`src/rtl/csr_access_unit.sv`:
```
// csr_access_unit
// Issue-side CSR execution stage. It accepts CSRRW/CSRRS/CSRRC requests,
// including the immediate forms, from dispatch. It reads the per-core CSR
// store through a combinational port, writes the read-modify-write result
// through a synchronous port, and returns the old CSR value to commit through
// a single registered valid/ready slot.
//
// Ports
//   clk, reset            clock, synchronous active-high reset
//   req_*                 dispatch request (valid/ready handshake)
//   fpu_pending           per-warp "FPU ops in flight"; stalls FP CSR accesses
//   csr_read_*            combinational read port of the CSR store
//   csr_write_*           synchronous write port of the CSR store
//   rsp_*                 registered response to commit (valid/ready handshake)
//   busy                  unit has a request presented or a response held
module csr_access_unit #(
   parameter int NUM_WARPS     = 4,
   parameter int NUM_THREADS   = 4,
   parameter int NW_BITS       = 2,
   parameter int CSR_ADDR_BITS = 12,
   parameter int CSR_WIDTH     = 12
) (
   input  logic                       clk,
   input  logic                       reset,

   input  logic                       req_valid,
   output logic                       req_ready,
   input  logic [NW_BITS-1:0]         req_wid,
   input  logic [NUM_THREADS-1:0]     req_tmask,
   input  logic [31:0]                req_pc,
   input  logic [4:0]                 req_rd,
   input  logic                       req_wb,
   input  logic [1:0]                 req_op,
   input  logic                       req_use_imm,
   input  logic [4:0]                 req_imm,
   input  logic [NUM_THREADS*32-1:0]  req_rs1_data,
   input  logic [CSR_ADDR_BITS-1:0]   req_addr,

   input  logic [NUM_WARPS-1:0]       fpu_pending,

   output logic                       csr_read_enable,
   output logic [CSR_ADDR_BITS-1:0]   csr_read_addr,
   output logic [NW_BITS-1:0]         csr_read_wid,
   input  logic [31:0]                csr_read_data,

   output logic                       csr_write_enable,
   output logic [CSR_ADDR_BITS-1:0]   csr_write_addr,
   output logic [NW_BITS-1:0]         csr_write_wid,
   output logic [CSR_WIDTH-1:0]       csr_write_data,

   output logic                       rsp_valid,
   input  logic                       rsp_ready,
   output logic [NW_BITS-1:0]         rsp_wid,
   output logic [NUM_THREADS-1:0]     rsp_tmask,
   output logic [31:0]                rsp_pc,
   output logic [4:0]                 rsp_rd,
   output logic                       rsp_wb,
   output logic [NUM_THREADS*32-1:0]  rsp_data,

   output logic                       busy
);

   localparam logic [CSR_ADDR_BITS-1:0] ADDR_FFLAGS = CSR_ADDR_BITS'(12'h001);
   localparam logic [CSR_ADDR_BITS-1:0] ADDR_FRM    = CSR_ADDR_BITS'(12'h002);
   localparam logic [CSR_ADDR_BITS-1:0] ADDR_FCSR   = CSR_ADDR_BITS'(12'h003);

   localparam logic [1:0] OP_RW = 2'd0;
   localparam logic [1:0] OP_RS = 2'd1;
   localparam logic [1:0] OP_RC = 2'd2;

   logic [31:0]          src;
   logic [31:0]          old_val;
   logic [CSR_WIDTH-1:0] new_val;
   logic                 fp_csr;
   logic                 stall_fp;
   logic                 fire;

   // Source operand: the rs1 value of the lowest active lane. Scanning from
   // the top down lets the lowest set bit win. An empty mask falls back to
   // lane 0.
   always_comb begin
      src = req_rs1_data[31:0];
      for (int i = NUM_THREADS - 1; i >= 0; i--) begin
         if (req_tmask[i]) begin
            src = req_rs1_data[i*32 +: 32];
         end
      end
      if (req_use_imm) begin
         src = {27'd0, req_imm};
      end
   end

   assign fp_csr   = (req_addr == ADDR_FFLAGS) | (req_addr == ADDR_FRM) | (req_addr == ADDR_FCSR);
   assign stall_fp = fp_csr & fpu_pending[req_wid];

   assign req_ready = ~reset & ~stall_fp & (~rsp_valid | rsp_ready);
   assign fire      = req_valid & req_ready;

   assign csr_read_enable = fire;
   assign csr_read_addr   = req_addr;
   assign csr_read_wid    = req_wid;
   assign old_val         = csr_read_data;

   // Illegal op 3 falls into the default arm and behaves like RW.
   always_comb begin
      case (req_op)
         OP_RS:   new_val = old_val[CSR_WIDTH-1:0] | src[CSR_WIDTH-1:0];
         OP_RC:   new_val = old_val[CSR_WIDTH-1:0] & ~src[CSR_WIDTH-1:0];
         default: new_val = src[CSR_WIDTH-1:0];
      endcase
   end

   // RS/RC with a zero source are pure reads and leave the store untouched.
   // Op 3 counts as RW here as well.
   assign csr_write_enable = fire & ((req_op == OP_RW) | (req_op == 2'd3) | (src != 32'd0));
   assign csr_write_addr   = req_addr;
   assign csr_write_wid    = req_wid;
   assign csr_write_data   = new_val;

   assign busy = req_valid | rsp_valid;

   // Single response slot. A fire in the same cycle as a drain reloads the
   // slot and keeps rsp_valid high, so the unit sustains one op per cycle.
   always_ff @(posedge clk) begin
      if (reset) begin
         rsp_valid <= 1'b0;
         rsp_wid   <= '0;
         rsp_tmask <= '0;
         rsp_pc    <= '0;
         rsp_rd    <= '0;
         rsp_wb    <= 1'b0;
         rsp_data  <= '0;
      end else if (fire) begin
         rsp_valid <= 1'b1;
         rsp_wid   <= req_wid;
         rsp_tmask <= req_tmask;
         rsp_pc    <= req_pc;
         rsp_rd    <= req_rd;
         rsp_wb    <= req_wb;
         rsp_data  <= {NUM_THREADS{old_val}};
      end else if (rsp_ready) begin
         rsp_valid <= 1'b0;
      end
   end

   always @(posedge clk) begin
      if (!reset && fire) begin
         assert (req_op != 2'd3)
            else $error("csr_access_unit: illegal CSR op 3 accepted");
      end
   end

endmodule

```
`config.mk`:
```
export PLATFORM = sky130hd
export DESIGN_NAME = csr_access_unit
export DESIGN_NICKNAME = d
export VERILOG_FILES = /design/src/rtl/csr_access_unit.sv
export SDC_FILE = /design/constraint.sdc
export NUM_CORES = 1
export LEC_CHECK = 0
export ABC_AREA = 1
export CORE_AREA = 2 2 172 174
export CTS_CLUSTER_DIAMETER = 50
export DETAILED_ROUTE_END_ITERATION = 8
export DIE_AREA = 0 0 174 176
export PLACE_DENSITY = 0.55
export RECOVER_POWER = 50
export SLEW_MARGIN = 40
export SYNTH_ARGS = -nofsm -noshare
export SYNTH_HDL_FRONTEND = slang
export SYNTH_SLANG_ARGS = --single-unit
export TNS_END_PERCENT = 50
```
`constraint.sdc`:
```
create_clock -name clk -period 1.8 [get_ports clk]
set_input_delay 0.36 -clock clk [delete_from_list [all_inputs] [get_ports clk]]
set_output_delay 0.36 -clock clk [all_outputs]
set_load 0.02 [all_outputs]
```
==> After elaboration in Yosys (flattened, before gate mapping) <==
Cells that the tools add are included.
{ "classes": {"mux": 10, "n_lt_le_gt_ge": 1, "n_reduce_logical": 3, "bitwise": 17, "eq_ne": 6} }
{ "op_table": {"columns": ["op", "count"], "rows": [
  ["$mux 32", 5],
  ["$reduce_bool 32->1", 1],
  ["$eq 12x2->1 const B", 2],
  ["$pmux 12 s2", 1],
  ["$and 12x12->12", 1],
  ["$eq 12x1->1 const B", 1],
  ["$not 12->12", 1],
  ["$or 12x12->12", 1],
  ["$or 1x1->1", 6],
  ["$and 1x1->1", 5],
  ["$eq 2x2->1 const B", 2],
  ["$lt 2x3->1 const B", 1],
  ["$mux 1", 3],
  ["$not 1->1", 3],
  ["$bmux 1 s2", 1],
  ["$eq 2x1->1 const B", 1],
  ["$logic_not 2->1", 1],
  ["$reduce_bool 2->1", 1]
]} }
{ "totals": {"inputBits": 232, "register_bits": 173, "out_inout_bits": 217} }

==> Longest topological paths before layout <==
{ "depth": {"ltp_word": 9, "depth_mapped": 13, "mapped_depth_nobuf": 11} }

==> Worst setup path after synthesis <==
No wires, ideal clock.
{ "synth_path": {"path_type": "input port to output port", "startpoint": "in req_tmask[2]", "endpoint": "out csr_write_enable", "stages": 11, "arrival_ps": 1577, "slack_ps": -137, "path_buffers": 2, "cell_sequence": "buf_4 inv_4 buf_6 nor2_1 nor2_1 nand2_1 a21oi_1 nor2_1 nand3_1 nor2_1 a21oi_1"} }
{ "synth_via": {"elab_chain_cells": 7} }
{ "synth_lines": {"columns": ["element", "line_no", "text"], "rows": [
  ["from (decl)", "29", "input logic [NUM_THREADS-1:0] req_tmask,"],
  ["$mux 32 (3 in a row)", "84", "if (req_tmask[i]) begin"],
  ["$mux 32", "88", "if (req_use_imm) begin"],
  ["$reduce_bool 32->1", "115", "assign csr_write_enable = fire & ((req_op == OP_RW) | (req_op == 2'd3) | (src != 32'd0));"],
  ["$or 1x1->1", "115", null],
  ["$and 1x1->1", "115", null],
  ["to (decl)", "46", "output logic csr_write_enable,"]
]} }
No other way between the ends.

==> Worst setup path in the final report <==
Same ends and word-level chain as after synthesis.

==> impl.org <==
** Status
- The flow ran to the end, but the final reports show violations.
- Failing checks :: setup timing

** STA
- The final-report max-slew violation count came to 0.
- Derived from the worst setup path, the maximum achievable clock frequency is 0.509 GHz.
- Post-route minimum period :: 1960 ps
- Summed over all failing endpoints, the final setup total negative slack is -1340 ps.
- Number of setup violations in the final report :: 16
- The number of endpoints with negative hold slack in the final report came to 0.
- At the pin with the least slew margin, the transition time is 653 ps.
- Setup repair after global routing missed its margin :: yes
- Between clock sinks in the finished design, the worst skew comes to 8.33 ps.
- Relative slew margins :: 0.565
- After layout, the worst setup slack is -164 ps.
- Period Utilization, post-route :: 1.09

** Detailed routing
- The first TritonRoute pass finished after 5 iterations.
- The first routing iteration left 204 violations.
- After detailed routing, the average wire length per cell comes to 16.3 um.
- Antenna viol nets, final :: 0
- Via-per-instance ratio :: 4.03
- The routed layout has 6244 vias.
- Wires add up to 25200 um.
- For this run, design rule violations remaining after detail routing come to 0.

** Critical path
- Type of the setup path with the least slack :: input pin to primary output
- Arrival time worst endpoint :: 1600 ps
- For the worst setup path, the data required time is 1440 ps.
- STA classifies the critical path startpoint as an input pin.
- Crit Path Max Fanout :: 5
- Kind of end point of the critical path :: primary output

** Yosys
- Synthesis handed over a netlist of 777 instances.
- Average cell area after synthesis :: 6.48 um2
- Of the synthesized area, sequential elements account for 0.306.
- Synthesis produced a netlist with a net count of 1011.
- The number of different library cells used by synthesis comes to 28.
- In this run, synthesis produced a sequential element count of 77.
- Yosys top cell area share :: 0.306
- Synth Cell Area :: 0.00503 mm2
- Count of warnings emitted by yosys :: 0
- Yosys attributes the largest share of cell area to sky130_fd_sc_hd__dfxtp_1 (31%), sky130_fd_sc_hd__nand2_1 (20%), sky130_fd_sc_hd__buf_4 (19%).
- Largest area contributor in the synthesized netlist :: sky130_fd_sc_hd__dfxtp_1

** Flow run
- The tool flagged a number of max-cap violations equal to 0.

** CTS
- Longest Clk Path Bufs :: 2
- In this run, post-CTS hold repair placed 0 buffers.
- CTS clk-pin slew, worst paths :: 70 ps
- TritonCTS built the clock tree.
- H-tree depth :: 3
- Clock tree root driver cell :: sky130_fd_sc_hd__clkbuf_16
- The clock drives 77 sinks.
- Clock latency at the later pin of the worst-skew pair :: 340 ps
- TritonCTS created 9 clock buffers.

** Global route
- First-pass GRT wire length :: 35700 um
- In the global route stage, overall resource usage came out at 0.151.
- Via count of the first global-routing pass :: 6150
- Number of antenna violations at the first check in global routing :: 2
- Summed over all layers, the global routing overflow is 0.
- Maximum number of pins on one net before global-route repair :: 78

** Power
- Of the total power, the share spent switching nets is 0.332.
- Of the total power, combinational logic draws 0.361.
- Summed over all nets, the switching power comes to 0.00197 W.
- The completed layout was analyzed and its total power is 0.00594 W.
- IR analysis of the VDD net gives a maximum drop of 494 uV.
- The share of total power dissipated in sequential elements is 0.312.
- In this run the power density over the cells is 585 mW/mm2.
- Of the total power, the clock network draws 0.328.
- The internal portion of the total power is 0.00397 W.
- Leakage :: 4.36 nW

** Cells and area
- Filler Cells Inserted :: 3073
- Final instance area :: 0.0101 mm2
- Registers take 0.00154 mm2.
- Share of final-layout standard cells stronger than drive strength 1 :: 0.215
- Utilization after layout :: 0.356
- Net count reported at finish :: 1392
- Multi-input combinational cell area :: 0.00268 mm2
- The area growth from synthesis to layout is 102%.

** Floorplanning
- Core Rows :: 62
- Ports :: 449
- Die Footprint :: 0.0306 mm2
- From left edge to right edge, the die measures 174 um.
- From bottom edge to top edge, the die measures 176 um.
- After floorplanning, the core was sized to cover 0.0285 mm2.
- For this configuration, the core starts out at a cell density of 0.176.

** Placement
- At the end of routability-driven placement, the weighted congestion stood at 0.871.
- Number of input and output port buffers inserted :: 448
- The HPWL after detailed placement is 18500 um.
- Summing all placed instances gives a cell area of 0.00940 mm2.

** Min path
- Class of the most critical hold timing path :: input pin to flop
-- cell usage in the layout, fill, tap and decap left out, types with 5 or more instances in the layout --
cell                              instances
sky130_fd_sc_hd__nand2_2                 19
sky130_fd_sc_hd__nand3_1                 15
sky130_fd_sc_hd__a21oi_1                 89
sky130_fd_sc_hd__a21oi_2                 12
sky130_fd_sc_hd__inv_1                   10
sky130_fd_sc_hd__clkbuf_1                32
sky130_fd_sc_hd__clkdlybuf4s50_1        170
sky130_fd_sc_hd__inv_2                    7
sky130_fd_sc_hd__clkdlybuf4s15_1         15
sky130_fd_sc_hd__buf_4                   53
sky130_fd_sc_hd__clkbuf_2                 5
sky130_fd_sc_hd__nand2_1                246
sky130_fd_sc_hd__buf_2                    8
sky130_fd_sc_hd__buf_6                   39
sky130_fd_sc_hd__nand3_2                 12
sky130_fd_sc_hd__dfxtp_1                 77
sky130_fd_sc_hd__clkbuf_16               14
sky130_fd_sc_hd__dlygate4sd2_1          143
sky130_fd_sc_hd__buf_12                   9
sky130_fd_sc_hd__a22oi_2                  8
sky130_fd_sc_hd__nor2_1                  55
sky130_fd_sc_hd__nor2_2                  17
sky130_fd_sc_hd__nor2_4                   8
sky130_fd_sc_hd__dlygate4sd3_1           50
-- what timing repair did --
action,CTS,global route
pin swaps,162,53
gates resized for setup,429,116
buffers inserted,12,4
cloned,2,8
setup endpoints to repair,151,134
-- cells by family (layout without fill, tap and decap cells) --
kind of cell,count (synthesis),count (layout),synth area share
AOI/OAI and AO/OA,122,122,0.131
other,0,2,0
buffers and inverters,186,572,0.251
and+or+nand+nor,390,390,0.307
DFF,77,77,0.306
adders and majority gates,2,2,0.00497
-- cells in the mapped netlist --
library cell and number:
sky130_fd_sc_hd__a21boi_0 1, sky130_fd_sc_hd__a21oi_1 102, sky130_fd_sc_hd__a22o_1 2, sky130_fd_sc_hd__a22oi_1 6, sky130_fd_sc_hd__a22oi_2 2, sky130_fd_sc_hd__a32oi_1 1, sky130_fd_sc_hd__buf_2 17, sky130_fd_sc_hd__buf_4 126
sky130_fd_sc_hd__buf_6 9, sky130_fd_sc_hd__clkbuf_1 13, sky130_fd_sc_hd__dfxtp_1 77, sky130_fd_sc_hd__ha_1 2, sky130_fd_sc_hd__inv_1 17, sky130_fd_sc_hd__inv_2 3, sky130_fd_sc_hd__inv_4 1, sky130_fd_sc_hd__nand2_1 268
sky130_fd_sc_hd__nand3_1 27, sky130_fd_sc_hd__nand3_2 1, sky130_fd_sc_hd__nand3b_1 2, sky130_fd_sc_hd__nor2_1 80, sky130_fd_sc_hd__nor3_1 3, sky130_fd_sc_hd__nor3b_1 2, sky130_fd_sc_hd__nor4_1 4, sky130_fd_sc_hd__nor4_2 1
sky130_fd_sc_hd__o21a_1 1, sky130_fd_sc_hd__o21ai_0 6, sky130_fd_sc_hd__o31ai_1 1, sky130_fd_sc_hd__or2_2 2
-- critical path, cell delays in order --
cell and delay (ps):
sky130_fd_sc_hd__buf_12 110, sky130_fd_sc_hd__buf_6 130, sky130_fd_sc_hd__o31ai_4 220, sky130_fd_sc_hd__buf_6 140
sky130_fd_sc_hd__nand2_1 50, sky130_fd_sc_hd__nand2_1 60, sky130_fd_sc_hd__nand2_1 60, sky130_fd_sc_hd__nor2_2 140
sky130_fd_sc_hd__nand2_4 80, sky130_fd_sc_hd__nand2_4 70, sky130_fd_sc_hd__a21oi_4 50, sky130_fd_sc_hd__buf_6 130
-- metrics by stage --
step	setup WS (ps)	hold WS (ps)	std cells
floorplan	-82.8	503	777
global placement	-1330	452	1509
detailed placement	-1360	455	1509
CTS	-201	422	1535
global route	-239	441	1549
finish	-164	452	1549
-- power by group through the flow --
stage	Combinational [W]	Sequential, W	Clock (W)
2_1_floorplan	0.000865	0.00198	0
3_3_place_gp	0.00207	0.00189	0
3_5_place_dp	0.00207	0.00189	0
4_1_cts	0.00208	0.00185	0.00206
5_1_grt	0.00229	0.00187	0.00213
6_report	0.00214	0.00185	0.00195
-- state kept, by name, indices dropped and copies added, names as in the netlist --
register,cells
rsp_pc,32
rsp_rd,5
rsp_wb,1
rsp_valid,1
rsp_data,32
rsp_tmask,4
rsp_wid,2
-- final timing paths --
check                                             start                         to  slack, ps  cells past startpoint
worst max-delay path                       req_tmask[2]           csr_write_enable       -160                     12
worst min-delay path                         req_wid[1]    rsp_wid[1]$_SDFFE_PP0P_        450                      4
worst max register to register   rsp_valid$_SDFFE_PP0P_  rsp_tmask[2]$_SDFFE_PP0P_        310                      8
worst min register to register  rsp_pc[17]$_SDFFE_PP0P_    rsp_pc[17]$_SDFFE_PP0P_        460                      2
-- layer usage --
layer	vias up	GRT usage	share of wire
li1	3124	-	-
met1	2793	0.178	0.42
met2	297	0.266	0.49
met3	30	0.0480	0.078
met4	0	0.0396	0.016
met5	-	0	0
-- layout make-up --
type,instances,area share
Clock buffer,9,0.0222
Antenna cell,2,0.000493
Inverter,21,0.00974
Sequential cell,77,0.152
Clock inverter,7,0.00789
Multi-Input combinational cell,514,0.264
Timing Repair Buffer,535,0.496
Tap cell,384,0.0473
No activity file was read; power rests on OpenSTA's default activity.
